--- config.mk ---
export PLATFORM = sky130hd
export DESIGN_NAME = cache_write_buffer
export DESIGN_NICKNAME = d
export VERILOG_FILES = /design/src/rtl/cache_write_buffer_pkg.sv /design/src/rtl/wb_line_buffer.sv /design/src/rtl/cache_write_buffer.sv
export SDC_FILE = /design/constraint.sdc
export NUM_CORES = 1
export LEC_CHECK = 0
export CORE_UTILIZATION = 50
export DETAILED_ROUTE_END_ITERATION = 10
export PLACE_DENSITY = 0.83
export SYNTH_ARGS = -nofsm -noshare
export SYNTH_HDL_FRONTEND = slang
export SYNTH_SLANG_ARGS = --single-unit
--- constraint.sdc ---
create_clock -name clk_i -period 5.3 [get_ports clk_i]
set_input_delay 0.53 -clock clk_i [delete_from_list [all_inputs] [get_ports clk_i]]
set_output_delay 0.53 -clock clk_i [all_outputs]
set_load 0.02 [all_outputs]
--- src/rtl/cache_write_buffer_pkg.sv ---
// -----------------------------------------------------------------------------
// cache_write_buffer_pkg
// Shared definitions for the cache write buffer:
//   - default cache geometry (CACHE_T / CACHE_S / CACHE_B bits of a 32-bit
//     address), which the top uses as parameter defaults
//   - write-buffer state width and encodings (IDLE=0, FILL=1, DRAIN=2)
// -----------------------------------------------------------------------------
package cache_write_buffer_pkg;

  localparam int unsigned CACHE_T = 23;  // tag bits
  localparam int unsigned CACHE_S = 4;   // set index bits
  localparam int unsigned CACHE_B = 5;   // byte-offset bits (8-word lines)

  localparam int unsigned WB_STATE_WIDTH = 2;

  typedef enum logic [WB_STATE_WIDTH-1:0] {
    WB_IDLE  = 2'd0,
    WB_FILL  = 2'd1,
    WB_DRAIN = 2'd2
  } wb_state_e;

endpackage

--- src/rtl/wb_line_buffer.sv ---
// -----------------------------------------------------------------------------
// wb_line_buffer
// Storage for one cache line held by the write buffer.
// Ports:
//   clk_i, rst_ni        clock / asynchronous active-low reset (valid bits only)
//   clr_i                clear every valid bit (line fully drained)
//   we_i, waddr_i,       single write port: word offset and data
//   wdata_i
//   drain_addr_i/_data_o combinational read port used by the memory drain
//   fwd_addr_i/_data_o,  combinational read port used for refill forwarding,
//   fwd_valid_o          with the valid bit of the addressed word
// -----------------------------------------------------------------------------
module wb_line_buffer
  import cache_write_buffer_pkg::*;
#(
  parameter int unsigned OFFSET_WIDTH = CACHE_B
) (
  input  logic                    clk_i,
  input  logic                    rst_ni,
  input  logic                    clr_i,
  input  logic                    we_i,
  input  logic [OFFSET_WIDTH-3:0] waddr_i,
  input  logic [31:0]             wdata_i,
  input  logic [OFFSET_WIDTH-3:0] drain_addr_i,
  output logic [31:0]             drain_data_o,
  input  logic [OFFSET_WIDTH-3:0] fwd_addr_i,
  output logic [31:0]             fwd_data_o,
  output logic                    fwd_valid_o
);

  localparam int unsigned OFF_W     = OFFSET_WIDTH - 2;
  localparam int unsigned LINE_SIZE = 2 ** OFF_W;

  // Data words carry no reset: a word is only ever observed after it has
  // been written, and the valid bits below qualify the forward path.
  logic [31:0]          data_q [LINE_SIZE];
  logic [LINE_SIZE-1:0] valid;

  always_ff @(posedge clk_i) begin
    if (we_i) begin
      data_q[waddr_i] <= wdata_i;
    end
  end

  for (genvar gi = 0; gi < LINE_SIZE; gi++) begin : g_valid
    logic valid_q;
    always_ff @(posedge clk_i or negedge rst_ni) begin
      if (!rst_ni) begin
        valid_q <= 1'b0;
      end else if (clr_i) begin
        valid_q <= 1'b0;
      end else if (we_i && (waddr_i == OFF_W'(gi))) begin
        valid_q <= 1'b1;
      end
    end
    assign valid[gi] = valid_q;
  end

  assign drain_data_o = data_q[drain_addr_i];
  assign fwd_data_o   = data_q[fwd_addr_i];
  assign fwd_valid_o  = valid[fwd_addr_i];

endmodule

--- src/rtl/cache_write_buffer.sv ---
// -----------------------------------------------------------------------------
// cache_write_buffer
// Captures an evicted dirty line word-by-word from the cache controller and
// drains it to main memory over a valid/ready handshake.
// Optional feature macro: CACHE_WB_FORWARD_EN -- when defined, buffered words
// are forwarded to refills of the same line; when undefined rd_hit_o/rd_data_o
// are tied to 0.
// Ports:
//   clk_i, rst_ni          clock / asynchronous active-low reset
//   wb_en_i, wb_addr_i,    capture strobe, word address and data
//   wb_data_i
//   rd_addr_i              refill address for forwarding
//   rd_hit_o, rd_data_o    forwarding hit and word (combinational)
//   full_o                 buffer busy (FILL or DRAIN)
//   overflow_o             capture dropped this cycle (combinational pulse)
//   mem_req_o, mem_addr_o, memory write request, address, data
//   mem_wdata_o
//   mem_ready_i            memory accepts the request this cycle
// -----------------------------------------------------------------------------
module cache_write_buffer
  import cache_write_buffer_pkg::*;
#(
  parameter int unsigned TAG_WIDTH    = CACHE_T,
  parameter int unsigned SET_WIDTH    = CACHE_S,
  parameter int unsigned OFFSET_WIDTH = CACHE_B
) (
  input  logic        clk_i,
  input  logic        rst_ni,
  input  logic        wb_en_i,
  input  logic [31:0] wb_addr_i,
  input  logic [31:0] wb_data_i,
  input  logic [31:0] rd_addr_i,
  output logic        rd_hit_o,
  output logic [31:0] rd_data_o,
  output logic        full_o,
  output logic        overflow_o,
  output logic        mem_req_o,
  output logic [31:0] mem_addr_o,
  output logic [31:0] mem_wdata_o,
  input  logic        mem_ready_i
);

  localparam int unsigned LINE_W    = TAG_WIDTH + SET_WIDTH;
  localparam int unsigned OFF_W     = OFFSET_WIDTH - 2;
  localparam int unsigned CNT_W     = OFFSET_WIDTH - 1;
  localparam int unsigned LINE_SIZE = 2 ** OFF_W;
  localparam logic [CNT_W-1:0] LAST_IDX = CNT_W'(LINE_SIZE - 1);

  wb_state_e         state_q, state_d;
  logic [CNT_W-1:0]  fill_cnt_q, fill_cnt_d;
  logic [CNT_W-1:0]  drain_cnt_q, drain_cnt_d;
  logic [LINE_W-1:0] line_q, line_d;

  logic              buf_we;
  logic              buf_clr;
  logic [31:0]       drain_data;
  logic [31:0]       fwd_data;
  logic              fwd_valid;

  logic [LINE_W-1:0] wb_line;
  logic [OFF_W-1:0]  wb_off;
  assign wb_line = wb_addr_i[31:OFFSET_WIDTH];
  assign wb_off  = wb_addr_i[OFFSET_WIDTH-1:2];

  always_ff @(posedge clk_i or negedge rst_ni) begin
    if (!rst_ni) begin
      state_q     <= WB_IDLE;
      fill_cnt_q  <= '0;
      drain_cnt_q <= '0;
      line_q      <= '0;
    end else begin
      state_q     <= state_d;
      fill_cnt_q  <= fill_cnt_d;
      drain_cnt_q <= drain_cnt_d;
      line_q      <= line_d;
    end
  end

  always_comb begin
    state_d     = state_q;
    fill_cnt_d  = fill_cnt_q;
    drain_cnt_d = drain_cnt_q;
    line_d      = line_q;
    buf_we      = 1'b0;
    buf_clr     = 1'b0;
    overflow_o  = 1'b0;
    unique case (state_q)
      WB_IDLE: begin
        if (wb_en_i) begin
          line_d     = wb_line;
          buf_we     = 1'b1;
          fill_cnt_d = CNT_W'(1);
          state_d    = WB_FILL;
        end
      end
      WB_FILL: begin
        if (wb_en_i) begin
          if (wb_line != line_q) begin
            // A word from another line cannot share the buffer; drop it.
            overflow_o = 1'b1;
          end else begin
            buf_we     = 1'b1;
            fill_cnt_d = fill_cnt_q + CNT_W'(1);
            // This write brings the count to LINE_SIZE.
            if (fill_cnt_q == LAST_IDX) begin
              state_d     = WB_DRAIN;
              drain_cnt_d = '0;
            end
          end
        end
      end
      WB_DRAIN: begin
        overflow_o = wb_en_i;
        if (mem_ready_i) begin
          if (drain_cnt_q == LAST_IDX) begin
            state_d     = WB_IDLE;
            buf_clr     = 1'b1;
            fill_cnt_d  = '0;
            drain_cnt_d = '0;
          end else begin
            drain_cnt_d = drain_cnt_q + CNT_W'(1);
          end
        end
      end
      default: state_d = WB_IDLE;
    endcase
  end

  wb_line_buffer #(
    .OFFSET_WIDTH(OFFSET_WIDTH)
  ) u_line_buffer (
    .clk_i       (clk_i),
    .rst_ni      (rst_ni),
    .clr_i       (buf_clr),
    .we_i        (buf_we),
    .waddr_i     (wb_off),
    .wdata_i     (wb_data_i),
    .drain_addr_i(drain_cnt_q[OFF_W-1:0]),
    .drain_data_o(drain_data),
    .fwd_addr_i  (rd_addr_i[OFFSET_WIDTH-1:2]),
    .fwd_data_o  (fwd_data),
    .fwd_valid_o (fwd_valid)
  );

  // Address/data are gated so the memory bus reads 0 outside DRAIN.
  assign full_o      = (state_q != WB_IDLE);
  assign mem_req_o   = (state_q == WB_DRAIN);
  assign mem_addr_o  = mem_req_o ? {line_q, drain_cnt_q[OFF_W-1:0], 2'b00} : '0;
  assign mem_wdata_o = mem_req_o ? drain_data : '0;

  logic unused_bits;
`ifdef CACHE_WB_FORWARD_EN
  assign rd_hit_o    = (state_q != WB_IDLE) && (rd_addr_i[31:OFFSET_WIDTH] == line_q)
                       && fwd_valid;
  assign rd_data_o   = rd_hit_o ? fwd_data : '0;
  assign unused_bits = ^{wb_addr_i[1:0], rd_addr_i[1:0]};
`else
  assign rd_hit_o    = 1'b0;
  assign rd_data_o   = '0;
  assign unused_bits = ^{wb_addr_i[1:0], rd_addr_i, fwd_data, fwd_valid};
`endif

endmodule

### After elaboration in Yosys (flattened, before gate mapping)

Memories as Yosys holds them, arrays and structs flattened.
Index checks and enable logic that the tools add are counted.

| operators by class | value |
|---|---|
| $add $sub $neg | 2 |
| $mul | 0 |
| div/mod/pow operators | 0 |
| $lt $le $gt $ge | 0 |
| equal/unequal tests | 11 |
| shift-type cells | 0 |
| multiplexer cells | 30 |
| bitwise operators | 0 |
| reduce and logical (&&, ||, !) cells | 8 |

Operator list:

| kind | count |
|---|---|
| 2-to-1 mux 32 bit | 2 |
| 2-to-1 mux 4 bit | 10 |
| != test 27 bit | 1 |
| 2-to-1 mux 2 bit | 6 |
| one-hot mux 4 bit (3 select lines) | 1 |
| AND reduction 6 bit | 2 |
| adder 4 x 1 -> 4 bit (second input constant) | 2 |
| == test 4 x 3 -> 1 bit (second input constant) | 2 |
| != test 2 bit (second input constant) | 4 |
| one-hot mux 4 bit (2 select lines) | 1 |
| 2-to-1 mux 1 bit | 7 |
| one-hot mux 2 bit (3 select lines) | 1 |
| AND reduction 5 bit | 1 |
| != test 2 x 1 -> 1 bit (second input constant) | 2 |
| one-hot mux 1 bit (2 select lines) | 2 |
| nonzero test 2 bit | 2 |
| nonzero test 3 bit | 1 |
| == test 2 x 1 -> 1 bit (second input constant) | 1 |
| == test 2 bit (second input constant) | 1 |
| zero test 2 bit | 1 |
| AND reduction 2 bit | 1 |

| storage, ports and cells | value |
|---|---|
| flip-flop bits (word level) | 37 |
| bits in latches | 0 |
| bits in writable memories | 256 |
| memory bits (read-only) | 0 |
| input bits | 100 |
| output and inout port bits | 100 |
| word-level logic and storage cells | 56 |
| memories kept | 1 |

Memories:

| memory | words | width | rd ports | clocked after memory_dff | write ports | line | text |
|---|---|---|---|---|---|---|---|
| u_line_buffer.data_q | 8 | 32 | 1 | 0 | 1 | wb_line_buffer.sv:36 | `logic [31:0] data_q [LINE_SIZE];` |

### Logic depth before layout (Yosys ltp)

| logic depth | value |
|---|---|
| depth after elaboration | 6 |
| mapped depth | 8 |
| depth with buffers taken out | 7 |

### Hierarchy

From an unflattened synthesis, not the netlist that was laid out.

| second synthesis, totals | value |
|---|---|
| cells, all modules | 812 |
| area total of the unflattened synthesis | 14654.1 sq um |

By module, submodules not included:

| module | instances | cells an instance | area each (sq um) | seq. area each (sq um) |
|---|---|---|---|---|
| wb_line_buffer | 1 | 529 | 11962.7 | 7887.6 |
| cache_write_buffer | 1 | 283 | 2691.3 | 925.9 |

### Worst setup path after synthesis

OpenSTA, ideal clock, no wires.

| path | value |
|---|---|
| path kind | input -> register |
| from | input port wb_addr_i[20] |
| to | memory u_line_buffer.data_q[2][0] (enable) |
| setup time | 461 ps |
| arrival | 3761 ps |
| required time | 4839 ps |
| setup slack | 1077 ps |
| cell stages on the path | 6 |
| path buffers | 0 |
| cell sequence | xnor2_1 > nand4_1 > nor4_4 > a31o_2 > nand3_1 > nor3_1 |

| between the ends | value |
|---|---|
| cells in the longest elaborated chain, start to end | 6 |

RTL lines:

| item | line | text |
|---|---|---|
| start, declared | cache_write_buffer.sv:30 | `input logic [31:0] wb_addr_i,` |
| != test 27 bit | cache_write_buffer.sv:98 | `if (wb_line != line_q) begin` |
| 2-to-1 mux 1 bit | cache_write_buffer.sv:98 |  |
| 2-to-1 mux 1 bit | cache_write_buffer.sv:97 | `if (wb_en_i) begin` |
| one-hot mux 1 bit (2 select lines) | cache_write_buffer.sv:87 | `unique case (state_q)` |
| 2-to-1 mux 1 bit | wb_line_buffer.sv:40 | `if (we_i) begin` |
| 2-to-1 mux 1 bit (implied by the code) | wb_line_buffer.sv:41 | `data_q[waddr_i] <= wdata_i;` |
| end, declared | wb_line_buffer.sv:36 |  |

No other way between the ends.

### Worst setup path in the final report

| path | value |
|---|---|
| from | register drain_cnt_q[0] |
| to | output port mem_wdata_o[1] |

| between the ends | value |
|---|---|
| cells in the longest elaborated chain, start to end | 2 |

RTL lines:

| item | line | text |
|---|---|---|
| start, declared | cache_write_buffer.sv:51 | `logic [CNT_W-1:0] drain_cnt_q, drain_cnt_d;` |
| start signal, assigned | cache_write_buffer.sv:74 | `drain_cnt_q <= drain_cnt_d;` |
| memory read (8 x 32 bit) | - |  |
| 2-to-1 mux 32 bit | cache_write_buffer.sv:149 | `assign mem_wdata_o = mem_req_o ? drain_data : '0;` |
| end, declared | cache_write_buffer.sv:39 | `output logic [31:0] mem_wdata_o,` |

No other way between the ends.

==> impl_metrics.toml <==
[timing]
clock.fmax_mhz = 254
slew_headroom = 0.324
finalCriticalPeriod_ns = 3.93
rsz0062_at_grt = "no"
finalSetupTns_ns = 0
finalMaxSlewViolations = 0
worst_pin_slew_ns = 1.01
finalHoldViolCount = 0
min_period_over_period = 0.742
clock_skew_ns = 0.00752
finalSetupViolations = 0

[yosys]
ys_types = 46
synthTopCellsByArea = "edfxtp_1, mux4_2, dfrtp_1, mux2i_1, mux2_2"
synth_top_area_frac = 0.631
synth_area_per_cell_um2 = 18.5
post-synth-top-count-cell = "edfxtp_1"
yosysSeqAreaShare = 0.707
ys_seq_elements = 293
yosys.area.top_type = "edfxtp_1"
synth_edf_count = 256
syn_inst = 659
yosysWarnings = 0
syn_area_mm2 = 0.0122
synthArstFlopShare = 0.126
synthTopCellsByCount = "edfxtp_1, mux4_2, nor2_1"
synthFlopType = "edfxtp_1"

[clock_network]
cts_max_level = 1
post_cts_resized = 0
cts.clk_slew.worst_paths_ns = 0.06
clk_path_buf_depth = 3
cts-root-buf = "clkbuf_16"
cts_sinks = 293
holdBufCountCts = 0
cts_tree = "yes"
cts_setup_buffers = 0
clkLatencyLatePin_ns = 0.54
cts_made_buffers = 29

[floorplan]
io_pins = 200
fp.dieH_um = 158
design.core.area_mm2 = 0.0237
start_util = 0.514
die_area_mm2 = 0.0250
dieWidth_um = 158
rows = 56

[drt]
antenna_left = 0
vias_per_cell = 5.38
drt_pass1_iterations = 5
vias = 6200
drc = 0
drt-total-wl_mm = 23.6
drtIter0Drc = 294
wire_per_inst_um = 20.5

[setup_path]
r2r-end = "u_line_buffer.data_q[3][22]$_DFFE_PP_"
path_max_fanout = 48
required_ns = 4.77
r2r_cells = 7
reg2reg_slack_ns = 2.11
endpoint_kind = "output pin"
path_cells = "buf_4 -> mux4_2 -> mux2i_1 -> nor2_1 -> clkdlybuf4s50_1"
critical_path.top_delay_family = "flip-flops"
crit_type = "register to output pin"
max_stage_delay_ns = 1.05
slowest_stage = "dfrtp_4"
arrival_ns = 3.40
path_buf_inv = 2
worstReg2RegStart = "line_q[3]$_DFFE_PN0P_"
cp-start-kind = "register"

[power_and_ir_drop]
p_leak_uw = 0.00502
pwr-share-seq = 0.536
p_clk_frac = 0.438
swShare = 0.196
powerDensity_mw_per_mm2 = 316
comb_power_share = 0.026
ir_drop_mv = 0.325
p_sw_uw = 916
p_int_uw = 3770

[global_route]
grt_max_degree = 49
grt_pass1_wl_mm = 36.3
grt_pass1_vias = 6381
antenna_found_initial = 1
globalRouteTotalUtil = 0.197
gr-total-overflow = 0

[placement]
postPlaceCellArea_mm2 = 0.0138
globalplace.congestion = 0.804
dpl.hpwl_mm = 14.0
portBuffers = 130

[layout]
n_antenna_cell = 0
nets = 915
drive_above_1_share = 0.209
final_cell_area_mm2 = 0.0148
area_growth_pct = 21.6

[flow_run]
drv_cap = 0

[outcome]
status = "completed"

[hold_path]
hold_class = "input port to asynchronous set/reset pin"
## power groups by stage
stage	logic, uW	registers (uW)	clock network [uW]
5_1_grt	136	2510	2180
4_1_cts	124	2510	2090
3_5_place_dp	124	2560	0
6_report	124	2510	2050
2_1_floorplan	56.9	2560	0
3_3_place_gp	120	2560	0
## per-layer routing
layer | share of wire | vias to the layer above | global-route usage
li1 | - | 2808 | -
met5 | 0 | - | 0
met2 | 0.52 | 191 | 0.349
met4 | 0.025 | 0 | 0.0632
met1 | 0.41 | 3162 | 0.250
met3 | 0.052 | 39 | 0.0293
## cell families (layout without fill, tap and decap cells)
logic type,Yosys count,in the layout,synth area share
AO/OA/AOI/OAI,22,22,0.0130
XOR/XNOR,27,27,0.0194
adder cells (fa/ha/maj),5,5,0.00514
buffers and inverters,71,211,0.0333
flip-flops,293,293,0.707
multiplexers,126,126,0.173
other,1,35,0.000308
AND/OR/NAND/NOR,114,114,0.0490
## cell type report
type / instances / area [um2]
fillers: 1675 / 8880
flip-flops and latches: 293 / 8620
multi-input cells: 329 / 3340
repair buffers: 150 / 1450
clock buffers: 32 / 737
well taps: 319 / 399
clock inverters: 22 / 228
inverters: 7 / 26.3
## registers in the layout, indices dropped and copies added, names as in the netlist
| register | flops |
|---|---|
| line_q | 27 |
| state_q | 2 |
| drain_cnt_q | 4 |
| fill_cnt_q | 4 |
| u_line_buffer.data_q | 256 |
## how the worst max path moves through the flow
| stage | startpoint | cells after the start | slack, ns | to |
|---|---|---|---|---|
| global placement | wb_addr_i[20] | 8 | 1.54 | u_line_buffer.data_q[6][20]$_DFFE_PP_ |
| detailed placement | wb_addr_i[20] | 8 | 1.43 | u_line_buffer.data_q[3][29]$_DFFE_PP_ |
| floorplan | wb_addr_i[20] | 6 | 1.08 | u_line_buffer.data_q[2][0]$_DFFE_PP_ |
| finish | drain_cnt_q[0]$_DFFE_PN0P_ | 5 | 1.37 | mem_wdata_o[1] |
| global route | drain_cnt_q[0]$_DFFE_PN0P_ | 5 | 1.11 | mem_wdata_o[1] |
| CTS | drain_cnt_q[0]$_DFFE_PN0P_ | 5 | 1.29 | mem_wdata_o[29] |
## stage by stage
stage          cells  worst slack (ns)  hold WS, ns   util  total power [uW]
2_1_floorplan    693              1.08        0.234      -              2610
3_3_place_gp    1098              1.54        0.507  0.584              2680
3_5_place_dp    1098              1.43        0.523  0.584              2680
4_1_cts         1152              1.29        0.424  0.625              4720
5_1_grt         1152              1.11        0.452  0.625              4820
6_report        1152              1.37        0.415  0.625              4680
## placed cells by master, fill, tap and decap left out, types with 7 or more instances in the layout
cell type	count
and2_1	29
buf_4	20
clkbuf_16	29
clkdlybuf4s50_1	130
clkinv_1	7
clkinv_2	8
conb_1	35
dfrtp_1	34
edfxtp_1	256
mux2_2	27
mux2i_1	34
mux4_2	64
nand2_1	8
nand4_1	7
nor2_1	40
xnor2_1	27
Note: power is estimated with default switching activity, not from simulation.
